**src/rtl/estu_pkg.sv**
```systemverilog
// Shared definitions for the spike serializer family: FSM state
// encodings and the ceil(log2) helper used to size counters.
package estu_pkg;

   // Serializer FSM states
   localparam logic [0:0] ST_IDLE  = 1'b0;
   localparam logic [0:0] ST_SHIFT = 1'b1;

   // Number of bits needed to index n distinct items (ceil(log2(n)))
   function automatic int unsigned clogb2(input int unsigned n);
      int unsigned r;
      r = 0;
      while ((64'd1 << r) < 64'(n)) r = r + 1;
      return r;
   endfunction

endpackage

```
**src/rtl/spike_word_fifo.sv**
```systemverilog
// Small synchronous word FIFO for spike_p2s. DEPTH must be a power of
// two so the pointers wrap naturally; count is one bit wider than the
// pointers so that full and empty are distinguishable.
module spike_word_fifo
   import estu_pkg::*;
#(
   parameter int unsigned W     = 2,
   parameter int unsigned DEPTH = 4
) (
   input  logic                  clk,
   input  logic                  clr,
   input  logic                  push,
   input  logic                  pop,
   input  logic [W-1:0]          din,
   output logic [W-1:0]          dout,
   output logic                  full,
   output logic                  empty,
   output logic [clogb2(DEPTH):0] count
);

   localparam int unsigned PTR_W = clogb2(DEPTH);
   localparam int unsigned CNT_W = clogb2(DEPTH) + 1;

   logic [W-1:0]     mem [DEPTH];
   logic [PTR_W-1:0] wr_ptr;
   logic [PTR_W-1:0] rd_ptr;

   // Storage write; contents need no reset since count gates every read
   always_ff @(posedge clk) begin
      if (push && !clr) mem[wr_ptr] <= din;
   end

   // Pointer and occupancy update; a simultaneous push and pop nets to zero
   always_ff @(posedge clk) begin
      if (clr) begin
         wr_ptr <= '0;
         rd_ptr <= '0;
         count  <= '0;
      end else begin
         if (push) wr_ptr <= wr_ptr + 1'b1;
         if (pop)  rd_ptr <= rd_ptr + 1'b1;
         case ({push, pop})
            2'b10:   count <= count + 1'b1;
            2'b01:   count <= count - 1'b1;
            default: count <= count;
         endcase
      end
   end

   assign dout  = mem[rd_ptr];
   assign full  = (count == CNT_W'(DEPTH));
   assign empty = (count == '0);

endmodule

```
**src/rtl/spike_p2s.sv**
```systemverilog
// spike_p2s: buffers parallel spike words and emits them one bit per
// enabled cycle, LSB first. Optional frame tracking (frame counter and
// frame_last port) is compiled in with SPIKE_P2S_FRAME_CNT_EN.
module spike_p2s
   import estu_pkg::*;
#(
   parameter int unsigned PAR_W      = 2,
   parameter int unsigned FIFO_DEPTH = 4,
   parameter int unsigned FRAME_LEN  = 717
) (
   input  logic             clk,
   input  logic             rst,
   input  logic             rst_fifo,
   input  logic             en,
   input  logic [PAR_W-1:0] spike_p,
   input  logic             valid,
   output logic             ready,
   output logic             spike_s,
   output logic             spike_valid,
   output logic             busy,
   output logic             overflow
`ifdef SPIKE_P2S_FRAME_CNT_EN
   ,
   output logic             frame_last
`endif
);

   localparam int unsigned IDX_W = clogb2(PAR_W);
   localparam int unsigned CNT_W = clogb2(FIFO_DEPTH) + 1;
   localparam logic [IDX_W-1:0] IDX_LAST = IDX_W'(PAR_W - 1);

   if (PAR_W < 2 || FIFO_DEPTH < 2 || (FIFO_DEPTH & (FIFO_DEPTH - 1)) != 0 ||
       FRAME_LEN < 1) begin : g_bad_param
      $error("spike_p2s: PAR_W>=2, FIFO_DEPTH power of two >=2, FRAME_LEN>=1");
   end

   logic [0:0]       state;
   logic [PAR_W-1:0] word_q;
   logic [IDX_W-1:0] idx;

   logic             fifo_full;
   logic             fifo_empty;
   logic [CNT_W-1:0] fifo_count;
   logic [PAR_W-1:0] fifo_dout;
   logic             push;
   logic             pop;
   logic             last_bit;
   logic             load;

   // Handshake and shifter control; ready looks only at registered occupancy
   always_comb begin
      ready    = !fifo_full && !rst;
      push     = valid && ready && !rst_fifo;
      last_bit = (state == ST_SHIFT) && en && (idx == IDX_LAST);
      load     = !fifo_empty && ((state == ST_IDLE) || last_bit);
      pop      = load && !rst && !rst_fifo;
   end

   spike_word_fifo #(
      .W     (PAR_W),
      .DEPTH (FIFO_DEPTH)
   ) u_fifo (
      .clk   (clk),
      .clr   (rst || rst_fifo),
      .push  (push),
      .pop   (pop),
      .din   (spike_p),
      .dout  (fifo_dout),
      .full  (fifo_full),
      .empty (fifo_empty),
      .count (fifo_count)
   );

   // FSM, shifter word, bit index and sticky overflow flag
   always_ff @(posedge clk) begin
      if (rst) begin
         state    <= ST_IDLE;
         word_q   <= '0;
         idx      <= '0;
         overflow <= 1'b0;
      end else if (rst_fifo) begin
         state  <= ST_IDLE;
         word_q <= '0;
         idx    <= '0;
      end else begin
         if (valid && !ready) overflow <= 1'b1;
         if (load) begin
            state  <= ST_SHIFT;
            word_q <= fifo_dout;
            idx    <= '0;
         end else if (state == ST_SHIFT && en) begin
            if (idx == IDX_LAST) state <= ST_IDLE;
            else                 idx   <= idx + 1'b1;
         end
      end
   end

   // Serial outputs are decoded from registered state only
   always_comb begin
      spike_valid = (state == ST_SHIFT);
      spike_s     = spike_valid ? word_q[idx] : 1'b0;
      busy        = (fifo_count != '0) || (state == ST_SHIFT);
   end

`ifdef SPIKE_P2S_FRAME_CNT_EN
   localparam int unsigned FR_W = (FRAME_LEN > 1) ? clogb2(FRAME_LEN) : 1;
   localparam logic [FR_W-1:0] FR_LAST = FR_W'(FRAME_LEN - 1);

   logic [FR_W-1:0] frame_cnt;

   // Position of the current serial bit within the layer frame
   always_ff @(posedge clk) begin
      if (rst || rst_fifo)            frame_cnt <= '0;
      else if (state == ST_SHIFT && en) frame_cnt <= (frame_cnt == FR_LAST) ? '0 : frame_cnt + 1'b1;
   end

   assign frame_last = spike_valid && (frame_cnt == FR_LAST);
`endif

endmodule

```
**config.mk**
```make
export PLATFORM = sky130hd
export DESIGN_NAME = spike_p2s
export DESIGN_NICKNAME = d
export VERILOG_FILES = /design/src/rtl/estu_pkg.sv /design/src/rtl/spike_word_fifo.sv /design/src/rtl/spike_p2s.sv
export SDC_FILE = /design/constraint.sdc
export NUM_CORES = 1
export LEC_CHECK = 0
export ABC_AREA = 1
export CORE_MARGIN = 2
export CORE_UTILIZATION = 30
export DETAILED_ROUTE_END_ITERATION = 7
export SYNTH_ARGS = -nofsm -noshare
export SYNTH_HDL_FRONTEND = slang
export SYNTH_HIERARCHICAL = 1
export SYNTH_SLANG_ARGS = --single-unit
```
**constraint.sdc**
```tcl
create_clock -name clk -period 3.15 [get_ports clk]
set_clock_uncertainty 0.2 [all_clocks]
set_input_delay 0.63 -clock clk [delete_from_list [all_inputs] [get_ports clk]]
set_output_delay 0.63 -clock clk [all_outputs]
set_load 0.01 [all_outputs]
```
==> metrics.txt <==
crit path cell chain=clkdlybuf4s50_1 > nor2_1 > clkdlybuf4s50_1; synthesized area=984.7 um^2; r2r startpoint=u_fifo/count[2]; gpl congestion=0.7022; TNS Setup=0 ps; dpl cell area=1150 um^2; Core Util, Final=0.3821; Total Routing Usage GR=0.1075; Critical Path End Type=primary output; synth warn=6; Ant. Diodes=0; Crit path arrival time=around 1800 ps; fin cells=172; Cell Pwr Density=approximately 400 nW/um^2; H-tree depth=1; HPWL after detailed placement=~1.3 mm; post-synthesis register bit count=22; Vias=about 730; Final min period=2648 ps; beginning of the critical path=rst; fmax=377.7 MHz; Clock Tree Root=clkbuf_4; clk sinks=22; Critical Path Start Type=primary input; # IOs=12; Final period util=0.8405; number of remaining DRC errors=0; final setup vio count=0; IO buf count=11; row cnt=20; Max Fanout on Critical Path=3; syn_area_per_cell=between 8 and 9 um^2; P_leak=0.4535 nW; syn nets=roughly 130; NumNets Final=approximately 140; cts bufs inserted=3; CTS tree=yes; Worst slew margin=0.7783; total global routing overflow=0; post-CTS resize count=0; CP max-delay cell=clkdlybuf4s50_1; starting DRC count in detailed routing=19; core area=about 3000 um^2; Final ANT Viol Nets=0; Mapped Cells=roughly 110; Final Routed Wirelength=1.612 mm; Clock transition at path regs=between 100 and 150 ps; Design Area, Final=roughly 1200 um^2; max-slew violations=0; Area growth syn-to-layout=19.44%; CTS Hold Bufs=0; Die W=approximately 61 um; Hold Crit Start=u_fifo/rd_ptr[1]; max_cap viols=0; DR vias/cell=between 4 and 5; Slew @ Worst Pin=about 330 ps; vias in the first global route=727; DRT Pass-1 Iters=4; status=finished, final reports clean; Die Height=slightly above 60 um; Post-CTS Setup Bufs=0; Wirelength per Cell=about 9.4 um; Setup Crit Path Kind=in -> out; worst vdd ir=about 190 uV; largest net degree at the start of global routing=13; clk_lat worst skew=300 ps; fraction of layout cells with a size suffix above 1=0.1016; Worst EP required=~2300 ps; first-pass GRT wire length=just under 3 mm; RSZ-0062 raised after global routing=no; Die ar.=3756 um^2; Starting Density=0.3199; most frequent cell on the critical path=clkdlybuf4s50_1; DP Cell Count=~170; synth unique cells=18; initial antenna violation count=0; CP peak stage delay=about 550 ps; Tightest Hold Check Type=reg -> reg; Power Total=~0.46 mW; worst-case clock buffer depth=2; Hold Vio Cnt, Final=0; register area share after synthesis=0.5286
registers in the layout (all words and copies together) (netlist names), named ones only:
register,cells
spike_valid,1
u_fifo/mem,8
u_fifo/count,3
u_fifo/rd_ptr,2
u_fifo/wr_ptr,2
word_q,2
idx,1
overflow,1
cells in the final DEF, fill, tap and decap left out:
| cell type | count |
|---|---|
| nor2_1 | 17 |
| inv_1 | 16 |
| dfxtp_1 | 14 |
| nand2_1 | 11 |
| clkdlybuf4s50_1 | 11 |
| a21oi_1 | 9 |
| edfxtp_1 | 8 |
| o21ai_0 | 7 |
| inv_2 | 6 |
| ha_1 | 5 |
| o21ai_1 | 4 |
| nand2_2 | 3 |
| nand3_1 | 3 |
| nand4_1 | 3 |
| clkbuf_4 | 3 |
| o22ai_1 | 2 |
| nor3_1 | 2 |
| nor2_4 | 1 |
| nand3b_1 | 1 |
| clkinv_1 | 1 |
| fa_1 | 1 |
synth_stat cells (all sizes together):
master	count	share of area
fa	1	0.020
nand3b	1	0.0076
nand2	14	0.061
nor3	2	0.010
nor2	18	0.076
inv	22	0.084
ha	5	0.064
o21ai	11	0.056
edfxtp	8	0.24
nand3	3	0.015
dfxtp	14	0.28
a21oi	9	0.046
o22ai	2	0.013
nand4	3	0.019
report_power, final:
part,switching [mW],internal (mW)
clock,0.0783,0.0461
sequential,0.00229,0.297
combinational,0.0190,0.0168
total,0.0996,0.359
area by class of cell:
cell class | count | area (um^2)
timing repair buffer | 11 | 110.1
tap | 44 | 55.05
clock buffer | 3 | 22.52
sequential | 22 | 520.5
fill | 316 | 1902
inverter | 22 | 82.58
clock inverter | 1 | 3.754
multi-input combinational | 69 | 381.6
metrics by stage:
stage,setup slack [ps],hold WS (ps)
2_1_floorplan,958.5,211.5
3_3_place_gp,361.3,234.2
3_5_place_dp,263.4,239.5
4_1_cts,483.7,260.3
5_1_grt,455.9,291.8
6_report,502.3,252.3
worst paths after layout:
kind	cells past startpoint	slack [ps]	to
worst max-delay path	3	500	ready
worst max register to register	15	810	u_fifo/count[2]
worst min register to register	1	250	u_fifo/rd_ptr[1]
worst min-delay path	1	250	u_fifo/rd_ptr[1]
worst max-delay path: cells and delay by family:
family                 cells  cell delay [ps]
AND/OR/NAND/NOR            1              160
buffers and inverters      2             1030
cell families (layout without fill, tap and decap cells):
| family | after synthesis | count (layout) | synth area share |
|---|---|---|---|
| and+or+nand+nor | 41 | 41 | 0.1893 |
| AOI/OAI and AO/OA | 22 | 22 | 0.1144 |
| DFF | 22 | 22 | 0.5286 |
| buffers and inverters | 22 | 37 | 0.08386 |
| adders and majority gates | 6 | 6 | 0.08386 |
routing by layer:
| metal | part of all wire | track usage | wire length (um) |
|---|---|---|---|
| met1 | 0.47 | 0.1258 | 764 |
| met2 | 0.49 | 0.1854 | 797 |
| met3 | 0.024 | 0.02731 | 38 |
| met4 | 0.0074 | 0.04658 | 12 |
| met5 | 0 | 0 | 0 |
Power figures use the tool's default switching activity.
==> edit (same flow settings) <==
Add a define of `SPIKE_P2S_FRAME_CNT_EN`.
--- a/src/rtl/spike_p2s.sv
+++ b/src/rtl/spike_p2s.sv
@@ -1,6 +1,8 @@
 // spike_p2s: buffers parallel spike words and emits them one bit per
 // enabled cycle, LSB first. Optional frame tracking (frame counter and
 // frame_last port) is compiled in with SPIKE_P2S_FRAME_CNT_EN.
+`define SPIKE_P2S_FRAME_CNT_EN
+
 module spike_p2s
    import estu_pkg::*;
 #(
Formal check against the unedited RTL (old outputs only; new: frame_last): equivalent (Yosys induction, for registers that start in step).
==> edit against the original RTL <==
- area after synthesis up 58%
- worst setup slack worse by 15 ps
- core utilization down 1.0 points
- via count up 64%
- synthesized cell count up 73%
- non-clock buffer count up 2
- die area up 54%
- routed wire length up 65%
- sequential cell count up 10
- worst hold slack worse by 13 ps
- final area up 59%
- power up 83%
- critical path type unchanged
- largest cell class unchanged
==> edit: results (changes against the original RTL) <==
DR pass1 iterations: 4 (unchanged)
Largest registers: frame_cnt: 10 flops, u_fifo/mem: 8 flops, u_fifo/count: 3 flops
First-pass GRT wire length: 4664 µm (+58%)
DR top layer: met4
Filler cells: 528 (+67%)
Critical path fanouts, max: 3 (unchanged)
Post-DP HPWL: 2065 µm (+61%)
Pleak: 0.7440 nW (+64%)
Slew headroom: 80.75% (+2.9 points)
Worst Hold Depth: 1 (unchanged)
GRT Util Overall: 9.876% (-0.87 points)
Clock root buffer: clkbuf_8
Pin count of the biggest net entering global routing: 11 (-2)
Worst r2r path cells: 15 (unchanged)
Initial DRC count: 53 (+34)
Routed wl met3: 138 µm (+260%)
Clk_lat worst skew: 270 ps (-30 ps)
WL met1: 1404 µm (+84%)
Initial antenna violation count: 0 (unchanged)
Synth cell count leaders: nor2_1 (33), inv_1 (29), nand2_1 (29), dfxtp_1 (24), nand3_1 (11)
R2R Setup Slk: 870 ps (+60 ps)
Routed WL per cell: 9.280 µm (-0.99%)
Met2 WL: 1096 µm (+38%)
Share of post-route cells with drive strength above 1: 12.04% (+1.9 points)
Ys Warns: 6 (unchanged)
Worst r2r dst: u_fifo/count[2]$_SDFFE_PP0P_
Port buffer count: 12 (+1)
Hold Path End: u_fifo/rd_ptr[1]$_SDFFE_PP0P_
Dpl cell area: 1769 µm² (+54%)
Vias in the first global route: 1120 (+54%)
Post-synthesis sequential area ratio: 46.38% (-6.5 points)
Worst hold slack: 239.5 ps (-12.81 ps)
Worst VDD drop: 220.2 µV (+15%)
Period utilisation layout: 84.53% (+0.48 points)
Avg Cell Area, Syn: 7.969 µm² (-8.5%)
Final Wtd Congestion: 0.7662 (+9.1%)
Min-Delay Path Class: flop to flop
Post-synth EDFFs: 8 (unchanged)
Dpl ws: 203.8 ps (-59.55 ps)
FFs w/ async S/R, synth: 0% (unchanged)
Total CTS buffers: 5 (+2)
# placed instances: 278 (+65%)
Syn Nets: 210 (+67%)
CTS Buffer Depth: 2 (unchanged)
DR vias/cell: 4.220 (-1.1%)
PostCTS Resize Cnt: 0 (unchanged)
Distinct cells, synth: 25 (+7)
Run status: finished, final reports clean
CP arrival: 1830 ps
Largest cells by area after synthesis: dfxtp_1 (31%), edfxtp_1 (15%), nor2_1 (8.0%), inv_1 (7.0%), nand2_1 (7.0%)
Final setup viols: 0 (unchanged)
H-tree levels: 2 (+1)
Diode count: 0 (unchanged)
Crit Reg-Reg Startpoint: u_fifo/count[2]$_SDFFE_PP0P_
Final WL: 2654 µm (+65%)
Clock transition at path regs: 70 ps (-40 ps)
Layout Nets: 230 (+62%)
edit: cell types whose count changed in the layout (fill, tap and decap cells not counted), sizes merged, moves of 2 or more:
cell    before  now
clkbuf       3    5
clkinv       1    3
dfxtp       14   24
ha           5    7
inv         22   34
nand2       14   34
nand3        3   11
nor2        18   39
o21ai       11   14
xor2         0    2
edit: power by group:
part / leakage (nW) / switching [mW] / internal, mW / total (mW)
registers: 0.265 / 0.00233 / 0.423 / 0.426
logic: 0.425 / 0.0235 / 0.0188 / 0.0423
clock network: 0.0532 / 0.141 / 0.230 / 0.371
edit: how the worst max path moves through the flow:
stage	startpoint	endpoint	cells after the start
after floorplan	rst_fifo	u_fifo/count[2]$_SDFFE_PP0P_	12
after global placement	en	u_fifo/count[2]$_SDFFE_PP0P_	14
after detailed placement	en	u_fifo/count[2]$_SDFFE_PP0P_	14
after CTS	rst	ready	3
after global routing	en	u_fifo/count[2]$_SDFFE_PP0P_	14
final	rst	ready	3
edit: per-layer routing:
metal	track usage, %	vias to the layer above
met4	2.364	0
li1	-	656
met2	15.36	25
met5	0	-
met3	3.318	3
met1	13.33	523
edit: cells by family (layout without fill, tap and decap cells):
group	count (synthesis)	after routing	share of synthesized area, %
compound gates	25	25	8.454
xor+xnor	3	3	1.691
fa+ha+maj	8	8	6.924
buf+inv	35	56	8.534
flops	32	32	46.38
simple gates	92	92	28.02
edit: critical path: stages:
cell,delay (ps)
clkdlybuf4s50_1,480
nor2_1,170
clkdlybuf4s50_1,560
edit: cell type report:
type                            instances  area (µm²)  share of cell area, %
Clock buffer                            5       68.82                  3.669
Clock inverter                          3       37.54                  2.001
Inverter                               35       132.6                  7.071
Multi-Input combinational cell        128       700.7                  37.36
Sequential cell                        32       720.7                  38.43
Tap cell                               70       87.58                  4.670
Timing Repair Buffer                   13       127.6                  6.805
